File: config.mk
export PLATFORM = sky130hd
export DESIGN_NAME = seg16_byte_pager
export DESIGN_NICKNAME = d
export VERILOG_FILES = /design/src/rtl/seg16_byte_pager.sv
export SDC_FILE = /design/constraint.sdc
export NUM_CORES = 1
export LEC_CHECK = 0
export BUFFER_PORTS_ARGS = -buffer_cell sky130_fd_sc_hd__buf_2
export CORE_MARGIN = 2
export CORE_UTILIZATION = 32
export CTS_CLUSTER_DIAMETER = 100
export DETAILED_ROUTE_END_ITERATION = 6
export PLACE_DENSITY_LB_ADDON = 0.15
export SLEW_MARGIN = 20
export SYNTH_ARGS = -nofsm -noshare
export SYNTH_HDL_FRONTEND = slang
export SYNTH_SLANG_ARGS = --single-unit
File: constraint.sdc
create_clock -name clk -period 3.07 [get_ports clk]
set_clock_uncertainty 0.2 [all_clocks]
set_input_delay 0.1535 -clock clk [delete_from_list [all_inputs] [get_ports clk]]
set_output_delay 0.1535 -clock clk [all_outputs]
set_load 0.005 [all_outputs]
File: src/rtl/seg16_byte_pager.sv
// Byte pager for the 4-digit hex display: buffers bytes in a small FIFO and
// pops one per dwell period onto disp. Optional idle blanking: SEG16_PAGER_BLANK_EN.
module seg16_byte_pager #(
  parameter int DEPTH       = 4,
  parameter int DWELL       = 50_000_000,
  parameter int IDLE_CYCLES = 500_000_000
) (
  input  logic                   clk,
  input  logic                   rst,
  input  logic                   clr,
  input  logic                   in_valid,
  input  logic [7:0]             in_data,
  output logic                   in_ready,
  output logic [16:0]            disp,
  output logic [$clog2(DEPTH):0] fifo_cnt
);

  localparam int AW = (DEPTH > 1) ? $clog2(DEPTH) : 1;
  localparam int CW = $clog2(DEPTH) + 1;
  localparam int DW = (DWELL > 1) ? $clog2(DWELL) : 1;
  localparam logic [DW-1:0] DWELL_RELOAD = DW'(DWELL - 1);
  localparam logic [CW-1:0] FULL_CNT     = CW'(DEPTH);

  logic [7:0]    mem_q [DEPTH];
  logic [AW-1:0] wr_ptr_q, wr_ptr_d;
  logic [AW-1:0] rd_ptr_q, rd_ptr_d;
  logic [CW-1:0] cnt_q, cnt_d;
  logic [DW-1:0] dwell_q, dwell_d;
  logic [16:0]   disp_q, disp_d;
  logic          push, pop;

`ifdef SEG16_PAGER_BLANK_EN
  localparam int IW = $clog2(IDLE_CYCLES + 1);
  localparam logic [IW-1:0] IDLE_MAX = IW'(IDLE_CYCLES);
  logic [IW-1:0] idle_q, idle_d;
`endif

  assign in_ready = !rst && !clr && (cnt_q != FULL_CNT);
  assign push     = in_valid && in_ready;
  // Pop looks only at registered count, so a byte pushed into an empty FIFO waits one edge.
  assign pop      = (cnt_q != '0) && (dwell_q == '0);

  always_comb begin
    // NOTE: every next-state signal gets a default first so no latch is inferred.
    wr_ptr_d = wr_ptr_q;
    rd_ptr_d = rd_ptr_q;
    cnt_d    = cnt_q;
    dwell_d  = dwell_q;
    disp_d   = disp_q;

    if (push) wr_ptr_d = wr_ptr_q + AW'(1);

    if (push && !pop)      cnt_d = cnt_q + CW'(1);
    else if (!push && pop) cnt_d = cnt_q - CW'(1);

    if (pop) begin
      rd_ptr_d = rd_ptr_q + AW'(1);
      dwell_d  = DWELL_RELOAD;
      disp_d   = {1'b1, disp_q[7:0], mem_q[rd_ptr_q]};
    end else if (dwell_q != '0) begin
      dwell_d = dwell_q - DW'(1);
    end

`ifdef SEG16_PAGER_BLANK_EN
    idle_d = idle_q;
    if (pop)                    idle_d = '0;
    else if (idle_q != IDLE_MAX) idle_d = idle_q + IW'(1);
    // Blank on the edge the counter lands on its limit, keeping the digits underneath.
    if (!pop && (idle_d == IDLE_MAX)) disp_d[16] = 1'b0;
`endif
  end

  // NOTE: sequential state uses non-blocking assignments so all registers update together.
  always_ff @(posedge clk) begin
    if (rst || clr) begin
      wr_ptr_q <= '0;
      rd_ptr_q <= '0;
      cnt_q    <= '0;
      dwell_q  <= '0;
      disp_q   <= '0;
`ifdef SEG16_PAGER_BLANK_EN
      idle_q   <= '0;
`endif
    end else begin
      wr_ptr_q <= wr_ptr_d;
      rd_ptr_q <= rd_ptr_d;
      cnt_q    <= cnt_d;
      dwell_q  <= dwell_d;
      disp_q   <= disp_d;
`ifdef SEG16_PAGER_BLANK_EN
      idle_q   <= idle_d;
`endif
    end
  end

  // NOTE: storage is deliberately not reset; count and pointers decide which entries are live.
  always_ff @(posedge clk) begin
    if (push) mem_q[wr_ptr_q] <= in_data;
  end

  assign disp     = disp_q;
  assign fifo_cnt = cnt_q;

endmodule

==> impl_results.md <==
- Global-route wire length before repair: 13.08 mm
- Congestion Overflow GR: 0
- Synth Warn #: 0
- Synth cell count leaders: dfxtp_1, nand2_1, edfxtp_1
- Setup TNS Final: 0 ns
- Initial Util: 0.3281
- Area of combinational cells with multiple inputs: 1485 sq um
- Number of hold-slack violations in the final timing report: 0
- Endpoint class of the critical path: flop
- Period Utilization, post-route: 0.9571
- Syn_area_per_cell: 10.89 sq um
- Average routed wire per standard cell: between 15 and 20 um
- Total via count in the routed design: approximately 2600
- Biggest cell delay along the critical path: 0.55 ns
- Cell type with the highest aggregate area in the netlist: dfxtp_1
- Post-route worst hold slack: 0.03637 ns
- Total clock buffers created by CTS: 9
- Number of H-tree branching levels: 3
- Run status: completed
- Die Span Y: 109.7 um
- Crit Path Max Fanout: 4
- I/O pin count: 33
- Final critical-path setup slack: 0.1318 ns
- P per Cell Area: about 1200 nW/um^2
- Achievable Freq: 340.3 MHz
- Filler cell count: 1097
- Leakage Power: 1.544 nW
- Final net count: 395
- Post-synthesis register bit count: between 80 and 90
- Number of search-and-repair iterations in the first detailed-routing pass: 6
- Share of the synthesized area in the top cell type: 0.2802
- Via-per-instance ratio: between 5 and 6
- Number of max-capacitance violations reported: 0
- Final critical-path required period: 2.938 ns
- DRC violation total after the first TritonRoute iteration: between 90 and 100
- Total routing resource utilization after global routing: 0.1443
- Core Rows: 38
- Most instantiated flip-flop cell in the synthesis netlist: dfxtp_1
- Clock transition at the registers of the reported paths: 0.09 ns
- Ant. Diodes: 0
- Area growth from synthesis to layout: 19.26%
- Fraction of final layout cells with drive strength greater than 1: 0.2178
- Number of global-route vias before repair: 2602
- Syn_nets: 347
- Die Outline Area: 12020 sq um
- Tightest Pin Transition: 0.6683 ns
- CP max stage cell: or4_1
- Max-slew violation total from the final report: 0
- Antenna Violating Nets Remaining: 0
- Clock tree sinks: 82
- Number of input and output port buffers inserted: 32
- Clock tree from TritonCTS: yes
- Worst min path class: in -> reg
- Post-Synthesis Cell Area: 3572 sq um
- Placeable core region: around 11000 sq um
- Total wirelength of the detailed-routed design: a little under 8 mm
- Final count of negative-setup-slack endpoints: 0
- Critical path class: reg -> reg
- Die boundary width: 109.7 um
- Sequential cell area: between 1500 and 2000 sq um
- Cells along the critical path: or4_1 > or4_4 > nor2_2 > nand3_1 > ha_2 > inv_1 > fa_1 > xor2_1 > or3_1 > a21oi_1
- Worst ir drop on vdd: 608.4 uV
- Worst relative slew slack: 0.5528
- Placed instance count: 494
- Count of distinct cell types in the synthesized netlist: 49
- Seq/Total Area, Yosys: 0.5492
- PnR Total Power: just under 5 mW
- Data required time at the worst endpoint: 3.16 ns
- Clock latency reported for the late side of the worst-skew pair: 0.36 ns
- Number of design rule violations left after detail routing: 0
- Leading cell types by total area after synthesis: dfxtp_1, edfxtp_1, mux4_2
- Max Root-Sink Buffers: 2
- EDFF count, synth: 32
- Crit path DAT: 3.03 ns
- Number of antenna violations at the first check in global routing: 0
- Fraction of registers with async set/reset: 0
- Post-Layout Cell Count: 521
- Setup slack after placement: ~0.063 ns
- Root buffer cell: clkbuf_8
- Weighted congestion reported at the end of routability-driven placement: 0.8005
- Synthesized instance count: 328
- Most frequent cell after synthesis: dfxtp_1
- Pin count of the biggest net entering global routing: 43
- Post-detailed-placement half-perimeter wirelength: 5.361 mm
- Startpoint Class: flop
cell usage in the layout, fill, tap and decap left out, types with 4 or more instances in the layout:
cell type / n
clkbuf_8: 10
and3_1: 4
mux4_2: 8
nor4_1: 9
nor2_1: 17
dfxtp_1: 50
dlygate4sd3_1: 10
nor3_1: 10
inv_1: 8
edfxtp_1: 32
o31ai_1: 6
buf_4: 13
o21ai_0: 4
buf_2: 32
or3_1: 12
a211oi_1: 9
a21oi_1: 28
a311oi_1: 6
nand3_1: 5
mux2i_1: 5
nand2_1: 45
ha_1: 5
or4_1: 8
registers in the layout, indices dropped and copies added (netlist names):
name,cells
mem_q,32
dwell_q,26
disp,17
fifo_cnt,3
rd_ptr_q,2
wr_ptr_q,2
layout make-up:
type,instances,share of cell area
clock buffers,10,0.03231
clock inverters,6,0.01703
inverters,8,0.007048
multi-input cells,218,0.3486
flip-flops and latches,82,0.4605
well taps,140,0.04112
repair buffers,57,0.09339
routing by layer:
metal,global-route usage,vias to the layer above,wire (um)
li1,-,1323,-
met1,0.1917,1267,3773
met2,0.2302,42,3826
met3,0.03734,11,251
met4,0.04611,0,103
met5,0,-,0
critical path: cells and delay by family (launching register included):
kind	cells	cell delay [ns]
buffers and inverters	1	0.07
AND/OR/NAND/NOR	5	1.67
AO/OA/AOI/OAI	1	0.14
adder cells (fa/ha/maj)	2	0.40
flip-flops	1	0.33
XOR/XNOR	1	0.08
power breakdown:
group / leakage, nW / switching (mW) / internal, mW
clock network: 0.103 / 0.409 / 0.406
logic: 0.746 / 1.52 / 1.15
registers: 0.694 / 0.188 / 1.30
final timing paths:
path,start,cells past startpoint,endpoint,slack [ns]
hold / removal,rst,4,dwell_q[19]$_SDFFE_PP0P_,0.04
setup reg to reg,dwell_q[16]$_SDFFE_PP0N_,10,fifo_cnt[2]$_SDFFE_PP0P_,0.13
hold reg to reg,disp[10]$_SDFFE_PP0P_,2,disp[10]$_SDFFE_PP0P_,0.25
setup / recovery,dwell_q[16]$_SDFFE_PP0N_,10,fifo_cnt[2]$_SDFFE_PP0P_,0.13
cells by family after synthesis:
| group | count (synthesis) | synth area share |
|---|---|---|
| AND/OR/NAND/NOR | 130 | 0.1954 |
| flip-flops | 82 | 0.5492 |
| AO/OA/AOI/OAI | 64 | 0.1170 |
| buffers and inverters | 28 | 0.03748 |
| multiplexers | 13 | 0.06445 |
| adder cells (fa/ha/maj) | 7 | 0.02662 |
| XOR/XNOR | 4 | 0.009809 |
what timing repair did:
| item | in CTS | in global routing |
|---|---|---|
| endpoints found under the hold margin | 33 | 0 |
| hold buffers | 10 | 0 |
| resized for setup | 0 | 3 |
| buffers inserted | 0 | 1 |
| setup endpoints to repair | 0 | 2 |
per-stage QoR:
| stage | cell area (sq um) | util |
|---|---|---|
| 6_report | 4260 | 0.3913 |
| 5_1_grt | 4260 | 0.3913 |
| 3_5_place_dp | 3934 | 0.3613 |
| 4_1_cts | 4244 | 0.3898 |
| 2_1_floorplan | 3572 | - |
| 3_3_place_gp | 3934 | 0.3613 |
Note: power is estimated with default switching activity, not from simulation.
